`src/rtl/rr_stream_arbiter_if.sv`:
```
// Stream bundle between NUM_REQ upstream sources, the round-robin arbiter and one downstream sink.
// The slave modport is the arbiter's view; the master modport is the surrounding environment's view.
interface rr_stream_arbiter_if #(
  parameter int WIDTH   = 32,
  parameter int NUM_REQ = 4,
  parameter int ID_W    = 2
);
  logic [NUM_REQ*WIDTH-1:0] s_tdata;
  logic [NUM_REQ-1:0]       s_tvalid;
  logic [NUM_REQ-1:0]       s_tlast;
  logic [NUM_REQ-1:0]       s_tready;
  logic [WIDTH-1:0]         m_tdata;
  logic                     m_tvalid;
  logic                     m_tlast;
  logic [ID_W-1:0]          m_tid;
  logic                     m_tready;

  modport slave (
    input  s_tdata, s_tvalid, s_tlast, m_tready,
    output s_tready, m_tdata, m_tvalid, m_tlast, m_tid
  );

  modport master (
    output s_tdata, s_tvalid, s_tlast, m_tready,
    input  s_tready, m_tdata, m_tvalid, m_tlast, m_tid
  );
endinterface

```
`src/rtl/rr_stream_arbiter.sv`:
```
// Round-robin stream arbiter: one grant at a time, held until tlast or MAX_BURST beats,
// feeding a single registered output stage tagged with the source index.
module rr_stream_arbiter #(
  parameter int WIDTH     = 32,
  parameter int NUM_REQ   = 4,
  parameter int MAX_BURST = 16
) (
  input  logic               ap_clk,
  input  logic               ap_rst_n,
  rr_stream_arbiter_if.slave strm,
  output logic               busy
);
  localparam int ID_W  = (NUM_REQ > 1) ? $clog2(NUM_REQ) : 1;
  localparam int CNT_W = (MAX_BURST > 1) ? $clog2(MAX_BURST) : 1;

  typedef enum logic [0:0] {
    ST_IDLE  = 1'b0,
    ST_GRANT = 1'b1
  } state_e;

  state_e            state_q;
  logic [ID_W-1:0]   grant_q;
  logic [ID_W-1:0]   last_grant_q;
  logic [CNT_W-1:0]  count_q;
  logic [WIDTH-1:0]  m_tdata_q;
  logic              m_tvalid_q;
  logic              m_tlast_q;
  logic [ID_W-1:0]   m_tid_q;

  logic [NUM_REQ-1:0] s_tready_s;
  logic               accept_s;
  logic               release_s;
  logic               drain_s;
  logic               any_valid_s;
  logic [WIDTH-1:0]   beat_data_s;
  logic               beat_last_s;
  logic [ID_W-1:0]    pick_s;

  // Scanning offsets from high to low lets the nearest requester after 'last' win.
  function automatic logic [ID_W-1:0] rr_pick(input logic [NUM_REQ-1:0] req,
                                              input logic [ID_W-1:0]    last);
    logic [ID_W-1:0] pick;
    int              idx;
    pick = last;
    for (int i = NUM_REQ; i >= 1; i--) begin
      idx = (int'(last) + i) % NUM_REQ;
      if (req[idx]) begin
        pick = ID_W'(idx);
      end else begin
        pick = pick;
      end
    end
    return pick;
  endfunction

  // Ready steering, beat selection and release decision for the current grant.
  always_comb begin
    s_tready_s = '0;
    if ((state_q == ST_GRANT) && (!m_tvalid_q || strm.m_tready)) begin
      s_tready_s[grant_q] = 1'b1;
    end else begin
      s_tready_s = '0;
    end
    accept_s    = |(s_tready_s & strm.s_tvalid);
    beat_data_s = strm.s_tdata[int'(grant_q)*WIDTH +: WIDTH];
    beat_last_s = strm.s_tlast[grant_q];
    release_s   = accept_s && (beat_last_s || (count_q == CNT_W'(MAX_BURST - 1)));
    drain_s     = m_tvalid_q && strm.m_tready;
    any_valid_s = |strm.s_tvalid;
    pick_s      = rr_pick(strm.s_tvalid, last_grant_q);
  end

  // Grant FSM together with the registered output stage.
  always_ff @(posedge ap_clk or negedge ap_rst_n) begin
    if (!ap_rst_n) begin
      state_q      <= ST_IDLE;
      grant_q      <= '0;
      last_grant_q <= ID_W'(NUM_REQ - 1);
      count_q      <= '0;
      m_tdata_q    <= '0;
      m_tvalid_q   <= 1'b0;
      m_tlast_q    <= 1'b0;
      m_tid_q      <= '0;
    end else begin
      case (state_q)
        ST_IDLE: begin
          if (any_valid_s) begin
            grant_q <= pick_s;
            state_q <= ST_GRANT;
          end else begin
            state_q <= ST_IDLE;
          end
        end
        ST_GRANT: begin
          // A forced rotation at MAX_BURST deliberately leaves tlast untouched.
          if (release_s) begin
            last_grant_q <= grant_q;
            count_q      <= '0;
            state_q      <= ST_IDLE;
          end else if (accept_s) begin
            count_q <= count_q + CNT_W'(1);
          end else begin
            state_q <= ST_GRANT;
          end
        end
        default: begin
          state_q <= ST_IDLE;
        end
      endcase

      if (accept_s) begin
        m_tdata_q  <= beat_data_s;
        m_tlast_q  <= beat_last_s;
        m_tid_q    <= grant_q;
        m_tvalid_q <= 1'b1;
      end else if (drain_s) begin
        m_tvalid_q <= 1'b0;
      end else begin
        m_tvalid_q <= m_tvalid_q;
      end
    end
  end

  assign strm.s_tready = s_tready_s;
  assign strm.m_tdata  = m_tdata_q;
  assign strm.m_tvalid = m_tvalid_q;
  assign strm.m_tlast  = m_tlast_q;
  assign strm.m_tid    = m_tid_q;
  assign busy          = (state_q == ST_GRANT) || m_tvalid_q;

endmodule
```
`src/flat_wrapper.sv`:
```
// flat-port wrapper written by rule: the top's interface ports become plain ports
module rr_stream_arbiter_flat 
#(
  parameter int WIDTH     = 32,
  parameter int NUM_REQ   = 4,
  parameter int MAX_BURST = 16
)
  (ap_clk, ap_rst_n, busy, strm_s_tdata, strm_s_tvalid, strm_s_tlast, strm_m_tready, strm_s_tready, strm_m_tdata, strm_m_tvalid, strm_m_tlast, strm_m_tid);
  rr_stream_arbiter_if #(.WIDTH(WIDTH), .NUM_REQ(NUM_REQ)) strm_i ();
  input  logic ap_clk;
  input  logic ap_rst_n;
  output logic busy;
  input wire logic [$bits(strm_i.s_tdata)-1:0] strm_s_tdata;
  input wire logic [$bits(strm_i.s_tvalid)-1:0] strm_s_tvalid;
  input wire logic [$bits(strm_i.s_tlast)-1:0] strm_s_tlast;
  input wire logic [$bits(strm_i.m_tready)-1:0] strm_m_tready;
  output wire logic [$bits(strm_i.s_tready)-1:0] strm_s_tready;
  output wire logic [$bits(strm_i.m_tdata)-1:0] strm_m_tdata;
  output wire logic [$bits(strm_i.m_tvalid)-1:0] strm_m_tvalid;
  output wire logic [$bits(strm_i.m_tlast)-1:0] strm_m_tlast;
  output wire logic [$bits(strm_i.m_tid)-1:0] strm_m_tid;
  assign strm_i.s_tdata = strm_s_tdata;
  assign strm_i.s_tvalid = strm_s_tvalid;
  assign strm_i.s_tlast = strm_s_tlast;
  assign strm_i.m_tready = strm_m_tready;
  assign strm_s_tready = strm_i.s_tready;
  assign strm_m_tdata = strm_i.m_tdata;
  assign strm_m_tvalid = strm_i.m_tvalid;
  assign strm_m_tlast = strm_i.m_tlast;
  assign strm_m_tid = strm_i.m_tid;
  rr_stream_arbiter #(.WIDTH(WIDTH), .NUM_REQ(NUM_REQ), .MAX_BURST(MAX_BURST)) u_core (.ap_clk(ap_clk), .ap_rst_n(ap_rst_n), .strm(strm_i), .busy(busy));
endmodule
```
`config.mk`:
```
export PLATFORM = sky130hd
export DESIGN_NAME = rr_stream_arbiter_flat
export DESIGN_NICKNAME = d
export VERILOG_FILES = /design/src/rtl/rr_stream_arbiter_if.sv /design/src/rtl/rr_stream_arbiter.sv /design/src/flat_wrapper.sv
export SDC_FILE = /design/constraint.sdc
export NUM_CORES = 1
export LEC_CHECK = 0
export ABC_AREA = 1
export BUFFER_PORTS_ARGS = -buffer_cell sky130_fd_sc_hd__buf_4
export CAP_MARGIN = 5
export CORE_ASPECT_RATIO = 1.25
export CORE_UTILIZATION = 44
export CTS_BUF_LIST = sky130_fd_sc_hd__clkbuf_4 sky130_fd_sc_hd__clkbuf_8
export DETAILED_ROUTE_END_ITERATION = 10
export HOLD_SLACK_MARGIN = 0.15
export MAX_ROUTING_LAYER = met4
export PLACE_DENSITY_LB_ADDON = 0.08
export REMOVE_ABC_BUFFERS = 1
export SLEW_MARGIN = 20
export SYNTH_ARGS = -nofsm -noshare
export SYNTH_HDL_FRONTEND = slang
export SYNTH_SLANG_ARGS = --single-unit
```
`constraint.sdc`:
```
create_clock -name ap_clk -period 1.8 [get_ports ap_clk]
set_input_delay 0 -clock ap_clk [delete_from_list [all_inputs] [get_ports ap_clk]]
set_output_delay 0 -clock ap_clk [all_outputs]
set_load 0.02 [all_outputs]
```
==> results of run 1 <==
[synth_stat cells, drive strengths merged, types with 2 or more instances]
library cell and instances:
nand2 202, buf 19, xor2 3, dfrtp 43, nor3 3, a21oi 2, or2 2, nor2 8
clkbuf 4, dfstp 2, nand3 49, inv 20, o21ai 6, a22oi 33
[through the flow]
stage	hold WS [ps]	worst slack (ps)	area, sq um
floorplan	-295.6	-482.4	2649
detailed placement	34.20	55.73	4144
global placement	28.18	129.8	4144
[cell families after synthesis]
logic type	Yosys count	share of synthesized area, %
DFF	45	40.69
adders and majority gates	1	0.4510
and+or+nand+nor	266	39.87
xor gates and xnor gates	4	1.263
AOI/OAI and AO/OA	41	10.51
buffers and inverters	43	7.217
==> summary.log, run 1 <==
[yosys] leading post-synthesis cells by cell area sky130_fd_sc_hd__dfrtp_1 (39%), sky130_fd_sc_hd__nand2_1 (27%), sky130_fd_sc_hd__a22oi_1 (8.9%)
[yosys] library cells used by synthesis 27
[placement] last weighted congestion value of the routability-driven placer 0.8830
[clock_tree] CTS sink cnt 45
[die] floorplan die width 73.02 um
[placement] input/output buffers 179
[clock_tree] Root Buffer sky130_fd_sc_hd__clkbuf_8
[placement] number of instances in the placed design 647
[clock_tree] number of buffers added by the clock tree synthesis step 5
[clock_tree] post-cts gate resize count 0
[clock_tree] count of hold buffers inserted by post-cts repair 132
[status] error message [ERROR RSZ-0060] Max buffer count reached.
[yosys] number of flops mapped to enable cells by yosys 0
[yosys] fraction of synthesized cell area taken by the top area cell type 38.79%
[status] outcome aborted with a tool error
[yosys] biggest area consumer among synthesized cells sky130_fd_sc_hd__dfrtp_1
[die] number of placement rows 32
[placement] HPWL after detailed placement 6615 um
[die] Chip Height 90.77 um
[yosys] mean cell area of the mapped netlist 6.935 sq um
[yosys] dominant register cell in the synthesized netlist sky130_fd_sc_hd__dfrtp_1
[die] Top-Level Pins 180
[yosys] portion of the post-synthesis area used by sequential elements 40.69%
[yosys] flip-flop and latch count after synthesis 45
[clock_tree] Max H-tree Level 2
[status] failing step clock tree synthesis
[yosys] combined area of all synthesized cells 2774 sq um
[yosys] Async SR Flop Fraction 100.0%
[yosys] Syn Inst Count 400
[clock_tree] number of buffers inserted to repair setup after CTS 0
[yosys] warning count from the yosys run 0
[clock_tree] number of buffers on the longest clock path 2
[die] effective utilization at floorplan 45.28%
==> run 2, diff against run 1 <==
CORE_ASPECT_RATIO = default   (was 1.25)
CORE_UTILIZATION = 35   (was 44)
CTS_BUF_LIST = default   (was sky130_fd_sc_hd__clkbuf_4 sky130_fd_sc_hd__clkbuf_8)
HOLD_SLACK_MARGIN = default   (was 0.15)
MAX_ROUTING_LAYER = default   (was met4)
PLACE_DENSITY_LB_ADDON = 0.15   (was 0.08)
==> run 2 against run 1 <==
The run now ends clean. Area after synthesis did not move. Synthesized cell count stayed put.
==> summary.log, run 2 <==
[clock_tree] Max H-tree Level 2 [unchanged]
[yosys] leading post-synthesis cells by cell area sky130_fd_sc_hd__dfrtp_1 (39%), sky130_fd_sc_hd__nand2_1 (27%), sky130_fd_sc_hd__a22oi_1 (8.9%)
[grt] antenna violations before repair 0
[detailed_routing] number of vias per cell after detailed routing 4.800
[detailed_routing] first-pass iteration count of the detailed router 4
[placement] HPWL after detailed placement 6743 um [+1.9%]
[die] Total Die Area 8286 sq um
[yosys] synth cell count leaders sky130_fd_sc_hd__nand2_1 (200), sky130_fd_sc_hd__nand3_1 (49), sky130_fd_sc_hd__dfrtp_1 (43), sky130_fd_sc_hd__a22oi_1 (33), sky130_fd_sc_hd__inv_1 (14)
[die] number of placement rows 32 [unchanged]
[worst_setup_path] type of the worst setup path reg -> reg
[detailed_routing] remaining design rule violation count 0
[worst_setup_path] Critical Path Slowest Stage Cell sky130_fd_sc_hd__dfrtp_1
[sta] worst-margin pin slew 588.3 ps
[clock_tree] number of buffers inserted to repair setup after CTS 0 [unchanged]
[sta] Clock Skew 9.099 ps
[clock_tree] clock transition at the registers of the reported paths 90 ps
[worst_setup_path] worst flop-to-flop path startpoint u_core.grant_q[0]
[yosys] Async SR Flop Fraction 100.0% [unchanged]
[min_path] HP Start strm_s_tdata[79]
[sta] RSZ-0062 raised after global routing false
[clock_tree] clock tree from TritonCTS done
[detailed_routing] total number of vias 3264
[worst_setup_path] worst flop-to-flop path endpoint u_core.last_grant_q[1]
[worst_setup_path] Crit. End Element flop
[sta] clock period minus worst slack 1638 ps
[layout] synthesis-to-layout area growth 56.11%
[sta] Final Slew Violations 0
[yosys] fraction of synthesized cell area taken by the top area cell type 38.79% [unchanged]
[detailed_routing] Antenna Nets Post-Route 0
[die] Top-Level Pins 180 [unchanged]
[die] effective utilization at floorplan 36.08% [-9.2 points]
[sta] Tcrit/Tclk final 90.98%
[placement] input/output buffers 179 [unchanged]
[yosys] combined area of all synthesized cells 2774 sq um [unchanged]
[detailed_routing] routed wire length 8788 um
[layout] top library cells by usage in the layout, fill and taps aside sky130_fd_sc_hd__nand2_1 (200), sky130_fd_sc_hd__buf_4 (190), sky130_fd_sc_hd__nand3_1 (49)
[layout] commonest non-fill, non-tap cell in the layout sky130_fd_sc_hd__nand2_1
[yosys] portion of the post-synthesis area used by sequential elements 40.69% [unchanged]
[sta] maximum clock frequency 0.6107 GHz
[worst_setup_path] largest stage delay on the critical path 490 ps
[detailed_routing] average detailed-routed wire length per instance 12.92 um
[power] total power per unit cell area 1626 nW/um^2
[min_path] worst min-delay path class in -> reg
[layout] count of nets after finishing 717
[status] outcome completed
[yosys] number of flops mapped to enable cells by yosys 0 [unchanged]
[layout] area of the multi-input gates 1445 sq um
[worst_setup_path] CP Launch Type flop
[layout] antenna fix cells 0
[yosys] mean cell area of the mapped netlist 6.935 sq um [unchanged]
[power] VDD IR max 549.3 uV
[sta] fin worst setup slack 162.4 ps
[clock_tree] CTS sink cnt 45 [unchanged]
[yosys] flip-flop and latch count after synthesis 45 [unchanged]
[worst_setup_path] flop-to-flop setup slack 160 ps
[worst_setup_path] Worst EP arrival 1860 ps
[grt] GRT Util Overall 21.64%
[placement] last weighted congestion value of the routability-driven placer 0.8233 [-6.8%]
[power] reported leakage power 2.390 nW
[layout] max reg flops 32
[clock_tree] number of buffers on the longest clock path 2 [unchanged]
[sta] total count of hold-check failures in the final report 0
[sta] relative slew slack 60.78%
[worst_setup_path] R2R depth 8
[placement] worst slack at placement 167.1 ps [+111.3 ps]
[sta] tightest hold margin 9.742 ps
[grt] global-route wire length before repair 14350 um
[yosys] warning count from the yosys run 0 [unchanged]
[sta] TNS Setup 0 ps
[layout] final-layout fill cell count 761
[job] number of maximum-capacitance constraint violations 0
[clock_tree] number of buffers added by the clock tree synthesis step 5 [unchanged]
[worst_setup_path] Cell Chain, Critical Path inv_2, nor2_4, buf_4, a22oi_1, nand3_1, nand2_4, nand2_1, o21ai_1
[layout] share of final-layout standard cells stronger than drive strength 1 37.02%
[worst_setup_path] beginning of the critical path u_core.grant_q[0]
[sta] final number of setup-violating endpoints 0
[die] floorplan die width 91.03 um [+25%]
[yosys] cell with the most instances after synthesis sky130_fd_sc_hd__nand2_1
[yosys] biggest area consumer among synthesized cells sky130_fd_sc_hd__dfrtp_1
[yosys] library cells used by synthesis 27 [unchanged]
[yosys] Syn Inst Count 400 [unchanged]
[power] post-route total power 0.007043 W
[grt] largest net degree at the start of global routing 46
[clock_tree] Root Buffer sky130_fd_sc_hd__clkbuf_8
[worst_setup_path] required time at the endpoint of the critical path 2020 ps
[worst_setup_path] last element of the critical path u_core.last_grant_q[1]
[layout] Post-Route Utilization 56.33%
[clock_tree] worst-skew pair later-pin latency 300 ps
[die] area of the core 7687 sq um
[worst_setup_path] Critical Path Fanout Max 18
[grt] global-route congestion overflow total 0
[yosys] dominant register cell in the synthesized netlist sky130_fd_sc_hd__dfrtp_1
[detailed_routing] number of violations reported at the end of detailed-routing iteration 0 114
[die] Chip Height 91.03 um [+0.28%]
[layout] register area 1129 sq um
[grt] number of global-route vias before repair 3086
## run 2: cell counts after synthesis
Identical to the previous run, type by type.
## run 2: worst min-delay path by stage
stage                              end  depth (start not counted)
6_report       u_core.strm.m_tdata[15]                          5
2_1_floorplan        u_core.count_q[0]                          0
5_1_grt        u_core.strm.m_tdata[15]                          5
3_5_place_dp            u_core.state_q                          1
3_3_place_gp   u_core.strm.m_tdata[12]                          1
4_1_cts        u_core.strm.m_tdata[15]                          5
## run 2: logic make-up after synthesis
logic type	count (synthesis)	share of synthesized area, %
compound gates	41	10.51
simple gates	266	39.87
buf+inv	43	7.217
flops	45	40.69
xor+xnor	4	1.263
fa+ha+maj	1	0.4510
## run 2: worst max-delay path: cells and delay by family, from the launching register on
kind	cells	cell delay (ps)
flops	1	490
simple gates	4	420
buf+inv	2	360
compound gates	2	300
## run 2: through the flow
stage                     std cells  area [sq um]
after CTS                       680          4330
after global routing            680          4330
final                           680          4330
after global placement          670          4223
after detailed placement        670          4223
after floorplan                 377          2649
## run 2: layout make-up
| class | instances | share of cell area, % |
|---|---|---|
| Clock buffer | 6 | 1.676 |
| Clock inverter | 2 | 0.3467 |
| Inverter | 20 | 1.734 |
| Multi-Input combinational cell | 312 | 33.37 |
| Sequential cell | 45 | 26.06 |
| Tap cell | 102 | 2.947 |
| Timing Repair Buffer | 193 | 33.86 |
## run 2: layer usage
metal  vias up  wire, um  GRT usage (%)  part of all wire, %
met2       103      4532          39.65                   52
met5         -         0              0                    0
li1       1653         -              -                    -
met4         0        68          4.365                 0.77
met1      1501      3626          25.11                   41
met3         7       561          6.030                  6.4
## run 2: repair_timing
| item | CTS | global route |
|---|---|---|
| endpoints found under the setup margin | 0 | 0 |
| hold endpoints to repair | 44 | 0 |
| hold buffers | 2 | 0 |
| gates resized for setup | 0 | 0 |
## run 2: where the power goes
group	switching, W	internal [W]
clock network	0.000339	0.000274
logic	0.00271	0.00184
registers	0.000372	0.00151
No activity file was read; power rests on OpenSTA's default activity.
